## config.mk

```make
export PLATFORM = sky130hd
export DESIGN_NAME = set_result_writeback
export DESIGN_NICKNAME = d
export VERILOG_FILES = /design/src/rtl/set_pkg.sv /design/src/rtl/result_fifo.sv /design/src/rtl/set_result_writeback.sv
export SDC_FILE = /design/constraint.sdc
export NUM_CORES = 1
export LEC_CHECK = 0
export CORE_MARGIN = 8
export CORE_UTILIZATION = 30
export DETAILED_ROUTE_END_ITERATION = 16
export PLACE_DENSITY = 0.89
export SLEW_MARGIN = 30
export SYNTH_ARGS = -nofsm -noshare
export SYNTH_HDL_FRONTEND = slang
export SYNTH_SLANG_ARGS = --single-unit
```

## constraint.sdc

```tcl
create_clock -name iClk -period 2.05 [get_ports iClk]
set_input_delay 0.41 -clock iClk [delete_from_list [all_inputs] [get_ports iClk]]
set_output_delay 0.41 -clock iClk [all_outputs]
set_load 0.02 [all_outputs]
```

## src/rtl/set_pkg.sv

```systemverilog
// Shared definitions for the set-result writeback slice.
// Holds the default datapath widths, the canonical normalised set values and the
// occupancy classification used by the writeback buffer.
package set_pkg;

    localparam int unsigned DATA_W     = 32;
    localparam int unsigned REG_ADDR_W = 5;

    localparam logic [31:0] SET_TRUE  = 32'h1;
    localparam logic [31:0] SET_FALSE = 32'h0;

    // Buffer occupancy classes, derived from the entry count.
    typedef enum logic [1:0] {
        OccEmpty   = 2'd0,
        OccPartial = 2'd1,
        OccFull    = 2'd2
    } occ_e;

    function automatic occ_e occ_of(input logic [31:0] count, input int unsigned depth);
        if (count == 32'd0) begin
            return OccEmpty;
        end else if (count >= 32'(depth)) begin
            return OccFull;
        end else begin
            return OccPartial;
        end
    endfunction

endpackage

```

## src/rtl/result_fifo.sv

```systemverilog
// Small synchronous FIFO of {rd, data} writeback entries.
// Ports:
//   clk_i, rst_ni          clock and synchronous active-low reset
//   push_i, wrd_i, wdata_i write a new tail entry (ignored when full)
//   pop_i                  drop the head entry (ignored when empty)
//   head_rd_o/head_data_o  oldest entry (raw storage, caller gates on empty)
//   tail_rd_o/tail_data_o  youngest entry (raw storage, caller gates on empty)
//   count_o, empty_o, full_o  occupancy
module result_fifo #(
    parameter int unsigned DATA_W     = 32,
    parameter int unsigned REG_ADDR_W = 5,
    parameter int unsigned DEPTH      = 2,
    localparam int unsigned PtrW      = $clog2(DEPTH),
    localparam int unsigned CntW      = PtrW + 1
) (
    input  logic                  clk_i,
    input  logic                  rst_ni,
    input  logic                  push_i,
    input  logic [REG_ADDR_W-1:0] wrd_i,
    input  logic [DATA_W-1:0]     wdata_i,
    input  logic                  pop_i,
    output logic [REG_ADDR_W-1:0] head_rd_o,
    output logic [DATA_W-1:0]     head_data_o,
    output logic [REG_ADDR_W-1:0] tail_rd_o,
    output logic [DATA_W-1:0]     tail_data_o,
    output logic [CntW-1:0]       count_o,
    output logic                  empty_o,
    output logic                  full_o
);

    logic [REG_ADDR_W-1:0] rd_mem_q   [DEPTH];
    logic [DATA_W-1:0]     data_mem_q [DEPTH];

    logic [PtrW-1:0] wptr_q, wptr_d;
    logic [PtrW-1:0] rptr_q, rptr_d;
    logic [CntW-1:0] count_q, count_d;
    logic [PtrW-1:0] tail_idx;
    logic            push_ok, pop_ok;

    assign empty_o = (count_q == '0);
    assign full_o  = (count_q == CntW'(DEPTH));
    assign push_ok = push_i & ~full_o;
    assign pop_ok  = pop_i & ~empty_o;

    // DEPTH is a power of two, so pointers wrap by natural overflow.
    always_comb begin
        wptr_d  = wptr_q;
        rptr_d  = rptr_q;
        count_d = count_q;
        if (push_ok) begin
            wptr_d = wptr_q + 1'b1;
        end
        if (pop_ok) begin
            rptr_d = rptr_q + 1'b1;
        end
        unique case ({push_ok, pop_ok})
            2'b10:   count_d = count_q + 1'b1;
            2'b01:   count_d = count_q - 1'b1;
            default: count_d = count_q;
        endcase
    end

    always_ff @(posedge clk_i) begin
        if (!rst_ni) begin
            wptr_q  <= '0;
            rptr_q  <= '0;
            count_q <= '0;
        end else begin
            wptr_q  <= wptr_d;
            rptr_q  <= rptr_d;
            count_q <= count_d;
        end
    end

    // Storage needs no reset: every read is qualified by the count.
    always_ff @(posedge clk_i) begin
        if (push_ok) begin
            rd_mem_q[wptr_q]   <= wrd_i;
            data_mem_q[wptr_q] <= wdata_i;
        end
    end

    assign tail_idx    = wptr_q - 1'b1;
    assign head_rd_o   = rd_mem_q[rptr_q];
    assign head_data_o = data_mem_q[rptr_q];
    assign tail_rd_o   = rd_mem_q[tail_idx];
    assign tail_data_o = data_mem_q[tail_idx];
    assign count_o     = count_q;

endmodule

```

## src/rtl/set_result_writeback.sv

```systemverilog
// Execute-stage writeback buffer for set-less-than results.
// Selects the signed or unsigned set result, normalises it to 0/1, tags it with
// the destination register and queues it for the register-file write port.
// Ports:
//   iClk, iRstN                  clock and synchronous active-low reset
//   iValid/oReady                upstream handshake (oReady registered = !full)
//   iSigned, iSltuData, iSltData result select and the two candidate results
//   iRd                          destination register (0 = discard)
//   oValid/iReady, oData, oRd    head entry towards the write port
//   oWrEn                        write strobe, oValid & iReady
//   oFwdValid, oFwdRd, oFwdData  youngest buffered entry for bypass
//   oCount                       occupied entries
//   oProtErr                     sticky: a selected result was not 0/1
module set_result_writeback
    import set_pkg::*;
#(
    parameter int unsigned DATA_W     = set_pkg::DATA_W,
    parameter int unsigned REG_ADDR_W = set_pkg::REG_ADDR_W,
    parameter int unsigned DEPTH      = 2,
    localparam int unsigned CntW      = $clog2(DEPTH) + 1
) (
    input  logic                  iClk,
    input  logic                  iRstN,
    input  logic                  iValid,
    output logic                  oReady,
    input  logic                  iSigned,
    input  logic [DATA_W-1:0]     iSltuData,
    input  logic [DATA_W-1:0]     iSltData,
    input  logic [REG_ADDR_W-1:0] iRd,
    output logic                  oValid,
    input  logic                  iReady,
    output logic [DATA_W-1:0]     oData,
    output logic [REG_ADDR_W-1:0] oRd,
    output logic                  oWrEn,
    output logic                  oFwdValid,
    output logic [REG_ADDR_W-1:0] oFwdRd,
    output logic [DATA_W-1:0]     oFwdData,
    output logic [CntW-1:0]       oCount,
    output logic                  oProtErr
);

    logic                  ready_q, ready_d;
    logic                  prot_q, prot_d;
    logic [DATA_W-1:0]     sel;
    logic [DATA_W-1:0]     norm;
    logic                  accept, push, pop;
    logic [CntW-1:0]       count, count_next;
    logic                  empty, full;
    logic [REG_ADDR_W-1:0] head_rd, tail_rd;
    logic [DATA_W-1:0]     head_data, tail_data;
    occ_e                  occ;

    assign sel    = iSigned ? iSltData : iSltuData;
    assign norm   = sel[0] ? DATA_W'(SET_TRUE) : DATA_W'(SET_FALSE);
    assign accept = iValid & ready_q;
    // Writes to x0 are architecturally void, so they are accepted and dropped.
    assign push   = accept & (iRd != '0);
    assign pop    = oValid & iReady;

    result_fifo #(
        .DATA_W     (DATA_W),
        .REG_ADDR_W (REG_ADDR_W),
        .DEPTH      (DEPTH)
    ) u_fifo (
        .clk_i       (iClk),
        .rst_ni      (iRstN),
        .push_i      (push),
        .wrd_i       (iRd),
        .wdata_i     (norm),
        .pop_i       (pop),
        .head_rd_o   (head_rd),
        .head_data_o (head_data),
        .tail_rd_o   (tail_rd),
        .tail_data_o (tail_data),
        .count_o     (count),
        .empty_o     (empty),
        .full_o      (full)
    );

    assign occ = occ_of(32'(count), DEPTH);

    // Ready is computed from next-cycle occupancy so it can be a flop with no
    // path from iReady.
    always_comb begin
        count_next = count;
        if (push && !pop) begin
            count_next = count + 1'b1;
        end else if (pop && !push) begin
            count_next = count - 1'b1;
        end
        ready_d = (count_next != CntW'(DEPTH));
        prot_d  = prot_q | (accept & (sel[DATA_W-1:1] != '0));
    end

    always_ff @(posedge iClk) begin
        if (!iRstN) begin
            ready_q <= 1'b0;
            prot_q  <= 1'b0;
        end else begin
            ready_q <= ready_d;
            prot_q  <= prot_d;
        end
    end

    always_comb begin
        oValid    = 1'b0;
        oData     = '0;
        oRd       = '0;
        oFwdValid = 1'b0;
        oFwdRd    = '0;
        oFwdData  = '0;
        if (occ != OccEmpty) begin
            oValid    = 1'b1;
            oData     = head_data;
            oRd       = head_rd;
            oFwdValid = 1'b1;
            oFwdRd    = tail_rd;
            oFwdData  = tail_data;
        end
    end

    assign oReady   = ready_q;
    // Entries still buffered while reset is asserted must not reach the register file.
    assign oWrEn    = oValid & iReady & iRstN;
    assign oCount   = count;
    assign oProtErr = prot_q;

    logic unused_full;
    assign unused_full = full;

endmodule

```

==> summary.md <==
| Metric | Value |
|---|---|
| Fraction of the mapped netlist area in adder cells | roughly 3.2% |
| Worst endpoint required time | between 2 and 2.5 ns |
| Compound-gate portion of the synthesized area | 4.516% |
| Area of the multi-input gates | 787.0 µm² |
| Max Slew Vio Count | 0 |
| Syn avg cell area | 9.020 µm² |
| Hold Crit Class | in -> reg |
| Fin crit period | approximately 1.9 ns |
| Final Wtd Congestion | 0.8187 |
| Share of the yosys chip area belonging to registers | roughly 32% |
| Overflow after GRT | 0 |
| Die area | 7729 µm² |
| Synthesis-to-finish area growth | 59.92% |
| Critical Path, Cell by Cell | dlygate4sd2_1 -> or4_4 -> o211ai_2 -> nor2_2 -> inv_2 -> ha_2 -> xor2_1 -> nor2_1 -> a211oi_2 |
| Worst-path fanout max | 3 |
| Post-Synthesis Cell Area | 1551 µm² |
| DRT Pass-1 Iters | 4 |
| Largest net degree at the start of global routing | 13 |
| Hold_buf cts | 0 |
| Final Cycle Share | between 90 and 100% |
| Clk buf depth | 2 |
| Yosys warns | 0 |
| Sequential cell area | 500.5 µm² |
| Vias | ~1400 |
| Synth Area in Simple Gates | 16.05% |
| ANT nets after route | 0 |
| CP Data Arrival Time | 2.10 ns |
| Number of buffers created by CTS | 3 |
| Top sig layer | met4 |
| Clk_lat worst skew | 0.25 ns |
| Post-synth top area share | a little under a third |
| Die Width | 87.92 µm |
| CP max-delay cell | or4_4 |
| Post-synth top cells | buf_4, nor2_1, edfxtp_1, mux2i_1, nor4_1 |
| Top_reg_cell synth | edfxtp_1 |
| Ports | 155 |
| Global-route wire length before repair | 7024 µm |
| Max_cap viols | 0 |
| Fmax | just over 500 MHz |
| Hold slack | 0.4970 ns |
| Metal-1 WL | 1386 µm |
| Dpl cells | 345 |
| Maximum vdd drop | roughly 250 µV |
| Post-synth ARST share | 0% |
| Post-synth EDFFs | 12 |
| Core Region | 5042 µm² |
| Worst-path clk slew | ~0.070 ns |
| Vias in the first global route | around 1600 |
| Drt drc | 0 |
| Share of layout cells above drive strength 1 | 9.677% |
| DR WL/cell | around 14 µm |
| Clock Sinks | 19 |
| PD cells | 729.7 nW/µm² |
| Iteration-0 DRC Markers | 17 |
| CP Launch Type | primary input |
| H-tree depth | 1 |
| Nets | 358 |
| Count leader, synth | buf_4 |
| Largest area contributor in the netlist | buf_4 |
| Crit path kind | in -> reg |
| Yosys cell types | 29 |
| Via density | 3.977 |
| Setup-failing EPs final | 0 |
| Initial Util | 30.77% |
| Yosys reg bits | 19 |
| Skew final | between 0.0009 and 0.001 ns |
| Finished Core Util | 49.21% |
| Root buf cell | clkbuf_8 |
| P_leak | between 1 and 1.5 nW |
| Post-synthesis cell count | 172 |
| Tot Pwr | 1.811 mW |
| Gr usage total | between 10% and 20% |
| Length of routed met2 wiring | 2672 µm |
| Critical Path End Type | register |
| Wire length on met3 | between 600 and 700 µm |
| Fin. Hold Viols | 0 |
| Slowest stage delay, CP | 0.54 ns |
| Largest family of logic cells by synthesized area | buffers and inverters |
| Multiplexer area fraction after synthesis | under 10% |
| Final WL | 4720 µm |
| Fill cells | between 400 and 500 |
| Final std cells w/o fill | about 350 |
| Rows | 26 |
| Post-Synth XOR/XNOR Area | roughly 2.8% |
| Antenna Cells | 0 |
| RSZ-0062 raised after global routing | no |
| Initial antenna violation count | 0 |
| Die H | between 80 and 90 µm |
| Most area-consuming cells after synthesis | buf_4, edfxtp_1, dfxtp_1 |
| Status | finished, final reports clean |
| CTS tree | yes |
| DP HPWL | 4337 µm |
| Number of I/O port buffers | 92 |
flip-flops by register name, indices dropped and copies added (netlist names), named ones only:
signal,flops
oProtErr,1
oReady,1
u_fifo.count_o,2
u_fifo.data_mem_q,2
u_fifo.rd_mem_q,10
u_fifo.rptr_q,1
u_fifo.wptr_q,1
layer usage:
| metal | track usage, % | up-vias |
|---|---|---|
| met2 | 23.39 | 85 |
| met1 | 9.175 | 621 |
| met3 | 5.722 | 2 |
| met4 | 2.813 | 0 |
| li1 | - | 680 |
| met5 | 0 | - |
worst paths after layout:
check                                       start                    end  slack (ns)  cells past startpoint
worst max-delay path                       iRd[0]      u_fifo.count_o[1]        0.12                      9
worst min register to register      u_fifo.rptr_q          u_fifo.rptr_q        0.53                      2
worst min-delay path                       iRd[4]  u_fifo.rd_mem_q[0][4]        0.50                      2
worst max register to register  u_fifo.count_o[0]      u_fifo.count_o[1]        0.20                     10
where the power goes:
group | switching [mW] | leakage [nW] | total (mW) | internal (mW)
clock network | 0.117 | 0.0255 | 0.252 | 0.135
registers | 0.0457 | 0.167 | 0.509 | 0.463
logic | 0.563 | 0.906 | 1.05 | 0.487
critical path: cells and delay by family:
family,cells,cell delay (ns)
adder cells (fa/ha/maj),1,0.17
XOR/XNOR,1,0.16
AO/OA/AOI/OAI,2,0.38
buffers and inverters,2,0.31
AND/OR/NAND/NOR,3,0.67
through the flow:
| step | instance area, µm² | TNS [ns] | setup WS [ns] |
|---|---|---|---|
| 2_1_floorplan | 1780 | 0 | 0.1119 |
| 3_3_place_gp | 2437 | -3.200 | -0.2267 |
| 3_5_place_dp | 2437 | -3.744 | -0.3097 |
| 4_1_cts | 2471 | 0 | 0.01560 |
| 5_1_grt | 2481 | 0 | 0.02013 |
| 6_report | 2481 | 0 | 0.1150 |
kinds of logic after synthesis:
group,count (synthesis)
AND/OR/NAND/NOR,49
multiplexers,13
other,1
adder cells (fa/ha/maj),4
buffers and inverters,71
XOR/XNOR,5
AO/OA/AOI/OAI,10
flip-flops,19
timing repair:
action / CTS / global route
setup buffers: 0 / 0
endpoints found under the setup margin: 20 / 3
endpoints found under the hold margin: 0 / 0
resized for setup: 18 / 5
pin swaps: 2 / 1
cell type report:
cell class / instances / area share [%]
multi-input cells: 143 / 31.72
inverters: 5 / 0.7564
clock buffers: 3 / 1.664
repair buffers: 108 / 41.96
clock inverters: 1 / 0.2017
well taps: 70 / 3.530
flip-flops and latches: 19 / 20.17
layout by cell type, fill, tap and decap left out, types with 2 or more instances in the layout:
| master | n |
|---|---|
| a21oi_1 | 3 |
| o21ai_0 | 2 |
| xnor2_1 | 2 |
| clkbuf_8 | 3 |
| mux2i_1 | 12 |
| buf_4 | 15 |
| nor4_1 | 12 |
| nand4_1 | 2 |
| dlymetal6s2s_1 | 3 |
| clkdlybuf4s50_1 | 73 |
| conb_1 | 62 |
| dlygate4sd2_1 | 16 |
| inv_1 | 4 |
| nand2_1 | 5 |
| ha_1 | 3 |
| dfxtp_1 | 7 |
| nor4b_1 | 2 |
| nor2_1 | 22 |
| xor2_1 | 3 |
| edfxtp_1 | 12 |
Note: power is estimated with default switching activity, not from simulation.
